### src/rtl/io_handover_ctrl_if.sv
// Wishbone classic slave bundle for io_handover_ctrl.
//   master : drives stb/cyc/we/sel/adr/dat_i, receives ack/dat_o
//   slave  : the register block (io_handover_ctrl)
interface io_handover_ctrl_if;
    logic        wbs_stb_i;
    logic        wbs_cyc_i;
    logic        wbs_we_i;
    logic [3:0]  wbs_sel_i;
    logic [31:0] wbs_adr_i;
    logic [31:0] wbs_dat_i;
    logic        wbs_ack_o;
    logic [31:0] wbs_dat_o;

    modport master (
        output wbs_stb_i, wbs_cyc_i, wbs_we_i, wbs_sel_i, wbs_adr_i, wbs_dat_i,
        input  wbs_ack_o, wbs_dat_o
    );

    modport slave (
        input  wbs_stb_i, wbs_cyc_i, wbs_we_i, wbs_sel_i, wbs_adr_i, wbs_dat_i,
        output wbs_ack_o, wbs_dat_o
    );
endinterface

### src/rtl/io_handover_ctrl.sv
// io_handover_ctrl
// Shares a group of NPADS user pads between soc_core and a Wishbone host.
// Every ownership change passes through a guard interval with all pads
// tristated so the two drivers never overlap.
// Ports:
//   wb_clk_i, wb_rst_i      : clock, async active-high reset
//   wb (slave modport)      : Wishbone classic register access
//   core_out/core_oeb       : pad drive / active-low enable from soc_core
//   pad_in                  : raw io_in from the pads
//   pad_out/pad_oeb         : muxed drive to io_out/io_oeb
//   core_hold               : high while the core does not own the pads
//   handover_irq            : one-cycle pulse when a handover completes
// Registers (word index adr[4:2]):
//   0 CTRL {guard[15:8], req_host[0]}, 1 HOST_OUT, 2 HOST_OEB,
//   3 STATUS {owner_is_host, state[1:0]}, 4 PAD_IN (synchronized)
module io_handover_ctrl #(
    parameter int          NPADS     = 24,
    parameter logic [31:0] BASE_ADR  = 32'h3000_0000,
    parameter logic [7:0]  GUARD_DEF = 8'd4
) (
    input  logic             wb_clk_i,
    input  logic             wb_rst_i,
    io_handover_ctrl_if.slave wb,
    input  logic [NPADS-1:0] core_out,
    input  logic [NPADS-1:0] core_oeb,
    input  logic [NPADS-1:0] pad_in,
    output logic [NPADS-1:0] pad_out,
    output logic [NPADS-1:0] pad_oeb,
    output logic             core_hold,
    output logic             handover_irq
);

    typedef enum logic [1:0] {
        S_CORE    = 2'd0,
        S_DRAIN_H = 2'd1,
        S_HOST    = 2'd2,
        S_DRAIN_C = 2'd3
    } state_t;

    state_t           r_state;
    logic [7:0]       r_cnt;
    logic             r_irq;
    logic             r_req;
    logic [7:0]       r_guard;
    logic [NPADS-1:0] r_host_out;
    logic [NPADS-1:0] r_host_oeb;
    logic [NPADS-1:0] r_sync1;
    logic [NPADS-1:0] r_sync2;
    logic             r_ack;
    logic [31:0]      r_dat;

    logic             w_match;
    logic             w_acc;
    logic             w_wr;
    logic [2:0]       w_idx;
    logic             w_req_new;
    logic [7:0]       w_guard_new;
    logic [NPADS-1:0] w_hout_new;
    logic [NPADS-1:0] w_hoeb_new;
    logic [31:0]      w_rdata;
    logic             w_unused;

    assign w_match = (wb.wbs_adr_i[31:5] == BASE_ADR[31:5]);
    // Gating on ~r_ack makes a held strobe ack every other cycle.
    assign w_acc   = wb.wbs_stb_i & wb.wbs_cyc_i & w_match & ~r_ack;
    assign w_wr    = w_acc & wb.wbs_we_i;
    assign w_idx   = wb.wbs_adr_i[4:2];
    assign w_unused = ^{wb.wbs_adr_i[1:0], wb.wbs_dat_i};

    // Byte-lane merged write values
    always_comb begin
        w_req_new   = r_req;
        w_guard_new = r_guard;
        if (wb.wbs_sel_i[0]) w_req_new   = wb.wbs_dat_i[0];
        if (wb.wbs_sel_i[1]) w_guard_new = wb.wbs_dat_i[15:8];
    end

    for (genvar i = 0; i < NPADS; i++) begin : g_merge
        assign w_hout_new[i] = wb.wbs_sel_i[i/8] ? wb.wbs_dat_i[i] : r_host_out[i];
        assign w_hoeb_new[i] = wb.wbs_sel_i[i/8] ? wb.wbs_dat_i[i] : r_host_oeb[i];
    end

    always_comb begin
        w_rdata = 32'd0;
        case (w_idx)
            3'd0:    w_rdata = {16'd0, r_guard, 7'd0, r_req};
            3'd1:    w_rdata = 32'(r_host_out);
            3'd2:    w_rdata = 32'(r_host_oeb);
            3'd3:    w_rdata = {29'd0, (r_state == S_HOST), r_state};
            3'd4:    w_rdata = 32'(r_sync2);
            default: w_rdata = 32'd0;
        endcase
    end

    // Bus side: ack/read data registered, writes land on the ack edge
    always_ff @(posedge wb_clk_i or posedge wb_rst_i) begin
        if (wb_rst_i) begin
            r_ack      <= 1'b0;
            r_dat      <= 32'd0;
            r_req      <= 1'b0;
            r_guard    <= GUARD_DEF;
            r_host_out <= '0;
            r_host_oeb <= '1;
        end else begin
            r_ack <= w_acc;
            r_dat <= w_acc ? w_rdata : 32'd0;
            if (w_wr) begin
                case (w_idx)
                    3'd0: begin
                        r_req   <= w_req_new;
                        r_guard <= w_guard_new;
                    end
                    3'd1:    r_host_out <= w_hout_new;
                    3'd2:    r_host_oeb <= w_hoeb_new;
                    default: ;
                endcase
            end
        end
    end

    always_ff @(posedge wb_clk_i or posedge wb_rst_i) begin
        if (wb_rst_i) begin
            r_sync1 <= '0;
            r_sync2 <= '0;
        end else begin
            r_sync1 <= pad_in;
            r_sync2 <= r_sync1;
        end
    end

    // Ownership FSM. cnt counts guard..0, so a drain lasts guard+1 cycles.
    // A request flip during a drain restarts the opposite drain in full.
    always_ff @(posedge wb_clk_i or posedge wb_rst_i) begin
        if (wb_rst_i) begin
            r_state <= S_CORE;
            r_cnt   <= 8'd0;
            r_irq   <= 1'b0;
        end else begin
            r_irq <= 1'b0;
            case (r_state)
                S_CORE: begin
                    if (r_req) begin
                        r_state <= S_DRAIN_H;
                        r_cnt   <= r_guard;
                    end
                end
                S_DRAIN_H: begin
                    if (!r_req) begin
                        r_state <= S_DRAIN_C;
                        r_cnt   <= r_guard;
                    end else if (r_cnt == 8'd0) begin
                        r_state <= S_HOST;
                        r_irq   <= 1'b1;
                    end else begin
                        r_cnt <= r_cnt - 8'd1;
                    end
                end
                S_HOST: begin
                    if (!r_req) begin
                        r_state <= S_DRAIN_C;
                        r_cnt   <= r_guard;
                    end
                end
                S_DRAIN_C: begin
                    if (r_req) begin
                        r_state <= S_DRAIN_H;
                        r_cnt   <= r_guard;
                    end else if (r_cnt == 8'd0) begin
                        r_state <= S_CORE;
                        r_irq   <= 1'b1;
                    end else begin
                        r_cnt <= r_cnt - 8'd1;
                    end
                end
                default: r_state <= S_CORE;
            endcase
        end
    end

    // Pad mux straight off the state flop so reset reclaims the pads at once
    always_comb begin
        pad_out = '0;
        pad_oeb = '1;
        case (r_state)
            S_CORE: begin
                pad_out = core_out;
                pad_oeb = core_oeb;
            end
            S_HOST: begin
                pad_out = r_host_out;
                pad_oeb = r_host_oeb;
            end
            default: begin
                pad_out = '0;
                pad_oeb = '1;
            end
        endcase
    end

    assign core_hold    = (r_state != S_CORE);
    assign handover_irq = r_irq;
    assign wb.wbs_ack_o = r_ack;
    assign wb.wbs_dat_o = r_dat;

endmodule
### src/flat_wrapper.sv
// flat-port wrapper written by rule: the top's interface ports become plain ports
module io_handover_ctrl_flat 
#(
    parameter int          NPADS     = 24,
    parameter logic [31:0] BASE_ADR  = 32'h3000_0000,
    parameter logic [7:0]  GUARD_DEF = 8'd4
)
  (wb_clk_i, wb_rst_i, core_out, core_oeb, pad_in, pad_out, pad_oeb, core_hold, handover_irq, wb_wbs_stb_i, wb_wbs_cyc_i, wb_wbs_we_i, wb_wbs_sel_i, wb_wbs_adr_i, wb_wbs_dat_i, wb_wbs_ack_o, wb_wbs_dat_o);
  io_handover_ctrl_if wb_i ();
  input  logic wb_clk_i;
  input  logic wb_rst_i;
  input  logic [NPADS-1:0] core_out;
  input  logic [NPADS-1:0] core_oeb;
  input  logic [NPADS-1:0] pad_in;
  output logic [NPADS-1:0] pad_out;
  output logic [NPADS-1:0] pad_oeb;
  output logic core_hold;
  output logic handover_irq;
  input wire logic [$bits(wb_i.wbs_stb_i)-1:0] wb_wbs_stb_i;
  input wire logic [$bits(wb_i.wbs_cyc_i)-1:0] wb_wbs_cyc_i;
  input wire logic [$bits(wb_i.wbs_we_i)-1:0] wb_wbs_we_i;
  input wire logic [$bits(wb_i.wbs_sel_i)-1:0] wb_wbs_sel_i;
  input wire logic [$bits(wb_i.wbs_adr_i)-1:0] wb_wbs_adr_i;
  input wire logic [$bits(wb_i.wbs_dat_i)-1:0] wb_wbs_dat_i;
  output wire logic [$bits(wb_i.wbs_ack_o)-1:0] wb_wbs_ack_o;
  output wire logic [$bits(wb_i.wbs_dat_o)-1:0] wb_wbs_dat_o;
  assign wb_i.wbs_stb_i = wb_wbs_stb_i;
  assign wb_i.wbs_cyc_i = wb_wbs_cyc_i;
  assign wb_i.wbs_we_i = wb_wbs_we_i;
  assign wb_i.wbs_sel_i = wb_wbs_sel_i;
  assign wb_i.wbs_adr_i = wb_wbs_adr_i;
  assign wb_i.wbs_dat_i = wb_wbs_dat_i;
  assign wb_wbs_ack_o = wb_i.wbs_ack_o;
  assign wb_wbs_dat_o = wb_i.wbs_dat_o;
  io_handover_ctrl #(.NPADS(NPADS), .BASE_ADR(BASE_ADR), .GUARD_DEF(GUARD_DEF)) u_core (.wb_clk_i(wb_clk_i), .wb_rst_i(wb_rst_i), .wb(wb_i), .core_out(core_out), .core_oeb(core_oeb), .pad_in(pad_in), .pad_out(pad_out), .pad_oeb(pad_oeb), .core_hold(core_hold), .handover_irq(handover_irq));
endmodule
### config.mk
export PLATFORM = sky130hd
export DESIGN_NAME = io_handover_ctrl_flat
export DESIGN_NICKNAME = d
export VERILOG_FILES = /design/src/rtl/io_handover_ctrl_if.sv /design/src/rtl/io_handover_ctrl.sv /design/src/flat_wrapper.sv
export SDC_FILE = /design/constraint.sdc
export NUM_CORES = 1
export LEC_CHECK = 0
export BUFFER_PORTS_ARGS = -buffer_cell sky130_fd_sc_hd__buf_2
export CAP_MARGIN = 20
export CORE_UTILIZATION = 40
export CTS_CLUSTER_DIAMETER = 60
export DETAILED_ROUTE_END_ITERATION = 6
export PLACE_DENSITY = 0.78
export SLEW_MARGIN = 10
export SYNTH_ARGS = -nofsm -noshare
export SYNTH_HDL_FRONTEND = slang
export SYNTH_SLANG_ARGS = --single-unit
### constraint.sdc
create_clock -name wb_clk_i -period 11.6 [get_ports wb_clk_i]
set_input_delay 1.16 -clock wb_clk_i [delete_from_list [all_inputs] [get_ports wb_clk_i]]
set_output_delay 1.16 -clock wb_clk_i [all_outputs]
set_load 0.01 [all_outputs]
==> Yosys cells after proc, flatten, opt, wreduce, memory -nomap -nowiden <==
Cells that the tools add are included.
{ "totals": {"reg_bits": 149, "latch_bits": 0, "mem_bits_rw": 0, "rom_bits": 0, "inputBits": 145, "output_inout_bits": 83, "word_cells": 68, "mem_count": 0} }
{ "op_classes": {"n_addsub": 1, "multipliers": 0, "div_mod_pow": 0, "n_lt_le_gt_ge": 0, "eq_ne": 12, "shift": 0, "muxes": 21, "bitwise": 5, "reduce_logical": 14} }
{ "op_table": {"columns": ["operator", "count"], "rows": [
  ["one-hot mux 24 bit (5 select lines)", 1],
  ["one-hot mux 24 bit (2 select lines)", 2],
  ["2-to-1 mux 8 bit", 5],
  ["one-hot mux 8 bit (4 select lines)", 1],
  ["equality test 27 x 25 -> 1 bit (second input constant)", 1],
  ["2-to-1 mux 24 bit", 1],
  ["AND reduction 3 bit", 8],
  ["2-to-1 mux 2 bit", 6],
  ["logical NOT 8 bit", 1],
  ["one-hot mux 2 bit (4 select lines)", 1],
  ["subtractor 8 x 1 -> 8 bit (second input constant)", 1],
  ["equality test 3 x 2 -> 1 bit (second input constant)", 2],
  ["bitwise AND 1 bit", 4],
  ["equality test 2 bit (second input constant)", 2],
  ["AND reduction 4 bit", 1],
  ["equality test 3 x 1 -> 1 bit (second input constant)", 1],
  ["equality test 3 bit (second input constant)", 1],
  ["logical NOT 3 bit", 1],
  ["2-to-1 mux 1 bit", 3],
  ["!= test 3 x 1 -> 1 bit (second input constant)", 1],
  ["!= test 3 bit (second input constant)", 1],
  ["equality test 2 x 1 -> 1 bit (second input constant)", 1],
  ["logical NOT 2 bit", 1],
  ["!= test 2 x 1 -> 1 bit (second input constant)", 1],
  ["5 further kinds", 5]
]} }

==> Longest topological paths before layout <==
{ "depth": {"ltp_word": 5, "mapped_depth": 7, "ltp_nobuf": 6} }

==> Worst setup path after synthesis <==
Ideal clock, no wire load.
{ "synth_path": {"kind": "input -> register", "startpoint": "input port wb_wbs_adr_i[6]", "endpoint": "register u_core.r_host_out[16]", "setup_time_ns": 0.125, "arrival_ns": 2.720, "required_ns": 11.475, "slack_ns": 8.756, "stages": 4, "n_path_buf": 0, "cell_sequence": "nor4b_2 -> nand4_4 -> nor4_4 -> mux2_2"} }
{ "synth_between": {"elab_chain_cells": 5} }
{ "synth_lines": {"columns": ["element", "line_no", "rtl"], "rows": [
  ["from (decl)", "flat_wrapper.sv:23", "input wire logic [$bits(wb_i.wbs_adr_i)-1:0] wb_wbs_adr_i;"],
  ["equality test 27 x 25 -> 1 bit", "io_handover_ctrl.sv:63", "assign w_match = (wb.wbs_adr_i[31:5] == BASE_ADR[31:5]);"],
  ["bitwise AND 1 bit (2 in a row)", "io_handover_ctrl.sv:65", "assign w_acc = wb.wbs_stb_i & wb.wbs_cyc_i & w_match & ~r_ack;"],
  ["bitwise AND 1 bit", "io_handover_ctrl.sv:66", "assign w_wr = w_acc & wb.wbs_we_i;"],
  ["AND reduction 3 bit (no line)", null, null],
  ["to (signal assigned)", "io_handover_ctrl.sv:113", "3'd1: r_host_out <= w_hout_new;"],
  ["to (decl)", "io_handover_ctrl.sv:45", "logic [NPADS-1:0] r_host_out;"]
]} }
Every way passes these cells.
A chain may end at the register's enable or synchronous reset.

==> Worst setup path in the final report <==
{ "layout_path": {"startpoint": "register u_core.r_state[0]", "endpoint": "output port pad_oeb[5]"} }
{ "layout_between": {"elab_chain_cells": 2, "elab_cells_between_ends": 3, "cone_classes": "eq/ne: 1; mux: 1; reduce/logical: 1"} }
{ "layout_lines": {"columns": ["element", "line_no", "rtl"], "rows": [
  ["from (decl)", "io_handover_ctrl.sv:40", "state_t r_state;"],
  ["from (signal assigned)", "io_handover_ctrl.sv:135", "r_state <= S_CORE;"],
  ["from (signal assigned)", "io_handover_ctrl.sv:143", "r_state <= S_DRAIN_H;"],
  ["from (signal assigned)", "io_handover_ctrl.sv:149", "r_state <= S_DRAIN_C;"],
  ["equality test 2 bit / logical NOT 2 bit (equally long branches)", "io_handover_ctrl.sv:184", "case (r_state)"],
  ["one-hot mux 24 bit (2 select lines) (*)", "io_handover_ctrl.sv:184", null],
  ["to (decl)", "flat_wrapper.sv:16", "output logic [NPADS-1:0] pad_oeb;"]
]} }
Every way passes the cells marked *; elsewhere a longest branch is shown, timed or not.

==> summary.txt <==
Placed design
  • Post-DP HPWL: 11.6 mm
  • Placed inst area: 7560 µm²
  • RePlAce Congestion: 0.869
  • IO Port Bufs: 208

Die
  • Die Y: 128 µm
  • Core region area: 15,400 µm²
  • I/O pins: 228
  • Initial Util: 41.3%
  • Die Area: 16,400 µm²
  • Site Rows: 45
  • Die W: 128 µm

Cells and area
  • Multi-input gate area: 2620 µm²
  • FILL cells: 1,354
  • Commonest non-fill, non-tap cell in the layout: buf_2
  • Design Area, Final: 8210 µm²
  • Antenna diode count: 0
  • Layout cells sized above 1: 46.9%
  • Area added between synthesis and finish: 29.3%
  • Register area: 3560 µm²
  • Fin util: 53.4%
  • Most frequent cells in the layout: buf_2, dfrtp_1, mux2_2, a22oi_1, nand2_1
  • Layout net count: 869

CTS
  • Worst-case clock buffer depth: 2
  • Sink Count: 141
  • Clk Latency, worst-skew pair: 420 ps
  • CTS H-Tree Depth: 4
  • Clock buffer count from CTS: 17
  • CTS resizes: 0
  • CTS root buffer: clkbuf_16
  • Register clock-pin slew on the reported worst setup and hold paths: 60 ps
  • Setup Fix Bufs, Post-CTS: 0
  • CTS tree: yes
  • CTS Hold Bufs: 0

Timing
  • Max-slew violation count: 0
  • Slew headroom: 35.6%
  • Final Hold Vio Count: 0
  • Unrepaired setup endpoints after global routing: false
  • Clock Skew: 7.60 ps
  • Final setup fails: 0
  • Final worst-path cycle share: 32.7%
  • Max Freq: 0.264 GHz
  • Slew @ Worst Pin: 963 ps
  • Min cycle time layout: 3790 ps
  • Setup TNS: 0 ps

Logic synthesis
  • Sequential area share after synthesis: 56.0%
  • Asr flop ratio synth: 100%
  • Syn. warnings: 0
  • Cell Area, Synth: 6350 µm²
  • Top FF cell, synth: dfrtp_1
  • Cell count after synthesis: 516
  • #FFs+latches synth: 141
  • Yosys cell types: 48
  • Post-synth EDFFs: 0
  • Avg Inst Size Synth: 12.3 µm²

Critical path
  • Crit path DAT: 2630 ps
  • Crit-path slowest cell: ha_2
  • Worst Setup End Kind: output pin
  • CP Launch Type: register
  • CP cell instances: inv_1, ha_2, buf_16, or2_2, nand2_1, buf_2
  • WP data required: 10,440 ps
  • Critical path fanouts, max: 30
  • Crit Path Class: register to output pin
  • CP peak stage delay: 570 ps

Power
  • Clock network fraction of total power: 48.5%
  • Switch share: 22.5%
  • Combinational Power Share: 6.7%
  • Sequential Power Share: 44.7%
  • Leakage: 4.10 nW
  • Pwr Density: 137 nW/µm²
  • VDD IR max: 0.0957 mV
  • Final Power: 1.12 mW
  • Net switching power: 0.253 mW
  • Internal power: 0.872 mW

Global routing
  • Vias in the first global route: 4,856
  • Aggregate global-route resource usage: 21.7%
  • First-pass GRT wire length: 26.4 mm
  • Gr ovfl total: 0
  • Initial antenna violation count: 0
  • Largest net degree at the start of global routing: 74

Detailed routing
  • DRT antenna net count: 0
  • TritonRoute pass-1 iters: 5
  • Iteration-0 DRC count of the detailed router: 339
  • Vias: 5,078
  • DRT Wirelength: 17.2 mm
  • Drt drc: 0
  • Wire per inst: 18.2 µm
  • Vias/cell: 5.39

Run
  • Max Cap Viol: 0

Outcome
  • Status: completed

Hold path
  • Hold/Removal Path Class: register to register
worst paths after layout:
path | from | to | slack [ps] | cells after the start
worst min register to register | u_core.r_sync1[4] | u_core.r_sync2[4] | 350 | 0
worst min-delay path | u_core.r_sync1[4] | u_core.r_sync2[4] | 350 | 0
worst max-delay path | u_core.r_state[0] | pad_oeb[5] | 7810 | 6
max in group asynchronous | wb_rst_i | u_core.r_sync2[12] | 9420 | 3
min in group asynchronous | wb_rst_i | u_core.r_sync1[6] | 830 | 2
worst max register to register | u_core.wb.wbs_ack_o | u_core.r_host_out[21] | 8670 | 4
state kept, by name (all words and copies together), names as in the netlist:
name / flops
u_core.handover_irq: 1
u_core.r_cnt: 8
u_core.r_guard: 8
u_core.r_host_oeb: 24
u_core.r_host_out: 24
u_core.r_req: 1
u_core.r_state: 2
u_core.r_sync1: 24
u_core.r_sync2: 24
u_core.wb.wbs_ack_o: 1
u_core.wb.wbs_dat_o: 24
kinds of logic (layout without fill, tap and decap cells):
logic type	after synthesis	after routing	synth area share, %
AO/OA/AOI/OAI	132	132	15.3
flip-flops	141	141	56.0
adder cells (fa/ha/maj)	6	6	1.18
AND/OR/NAND/NOR	117	117	11.8
other	1	8	0.0590
buffers and inverters	49	257	3.41
multiplexers	70	70	12.2
per-layer routing:
| layer | up-vias | wire length [µm] | share of wire, % | GRT usage, % |
|---|---|---|---|---|
| li1 | 2296 | - | - | - |
| met5 | - | 0 | 0 | 0 |
| met2 | 243 | 8610 | 50 | 36.9 |
| met4 | 0 | 287 | 1.7 | 6.44 |
| met3 | 28 | 1070 | 6.2 | 4.72 |
| met1 | 2511 | 7200 | 42 | 27.8 |
layout make-up:
type / count / share of cell area [%]
Inverter: 10 / 0.518
Clock buffer: 18 / 5.23
Tap cell: 211 / 3.22
Sequential cell: 141 / 43.4
Timing Repair Buffer: 215 / 13.7
Clock inverter: 14 / 2.06
Multi-Input combinational cell: 333 / 31.9
power groups by stage:
stage / Combinational [mW] / Sequential [mW] / Clock (mW)
5_1_grt: 0.0837 / 0.503 / 0.579
4_1_cts: 0.0769 / 0.503 / 0.557
3_5_place_dp: 0.0765 / 0.512 / 0
3_3_place_gp: 0.0752 / 0.511 / 0
6_report: 0.0757 / 0.503 / 0.546
2_1_floorplan: 0.0369 / 0.511 / 0
synthesized netlist by cell type, types with 2 or more instances:
cell type / n / area, µm²
nor4_4: 7 / 149
nor4_2: 2 / 25.0
dfrtp_1: 116 / 2900
a32oi_1: 6 / 52.6
mux2i_1: 11 / 110
nor3b_1: 2 / 15.0
nor3_1: 5 / 25.0
nand2b_1: 3 / 18.8
clkbuf_1: 27 / 101
a21oi_1: 6 / 30.0
buf_2: 2 / 10.0
nand2_1: 45 / 169
inv_1: 10 / 37.5
ha_1: 6 / 75.1
o2bb2ai_1: 9 / 78.8
mux2_1: 6 / 67.6
o21ai_0: 24 / 120
nor2_1: 6 / 22.5
dfstp_2: 25 / 657
or3_1: 2 / 12.5
and2_1: 15 / 93.8
nor2b_1: 16 / 100
a211oi_1: 3 / 22.5
or4_1: 2 / 15.0
buf_1: 2 / 7.51
mux2_2: 53 / 597
buf_4: 8 / 60.1
nor4_1: 4 / 25.0
a22oi_1: 50 / 375
a22o_1: 24 / 210
a21boi_0: 2 / 15.0
critical path, delay by kind of cell, from the launching register on:
family,cells,cell delay [ps]
flip-flops,1,420
AND/OR/NAND/NOR,2,680
adder cells (fa/ha/maj),1,570
buffers and inverters,3,530
through the flow:
step / worst slack, ps / hold WS (ps) / std cells
after floorplan: 6700 / 331 / 523
after global placement: 7690 / 332 / 908
after detailed placement: 7540 / 336 / 908
after CTS: 7480 / 350 / 940
after global routing: 7620 / 353 / 942
final: 7810 / 348 / 942
Note: power is estimated with default switching activity, not from simulation.
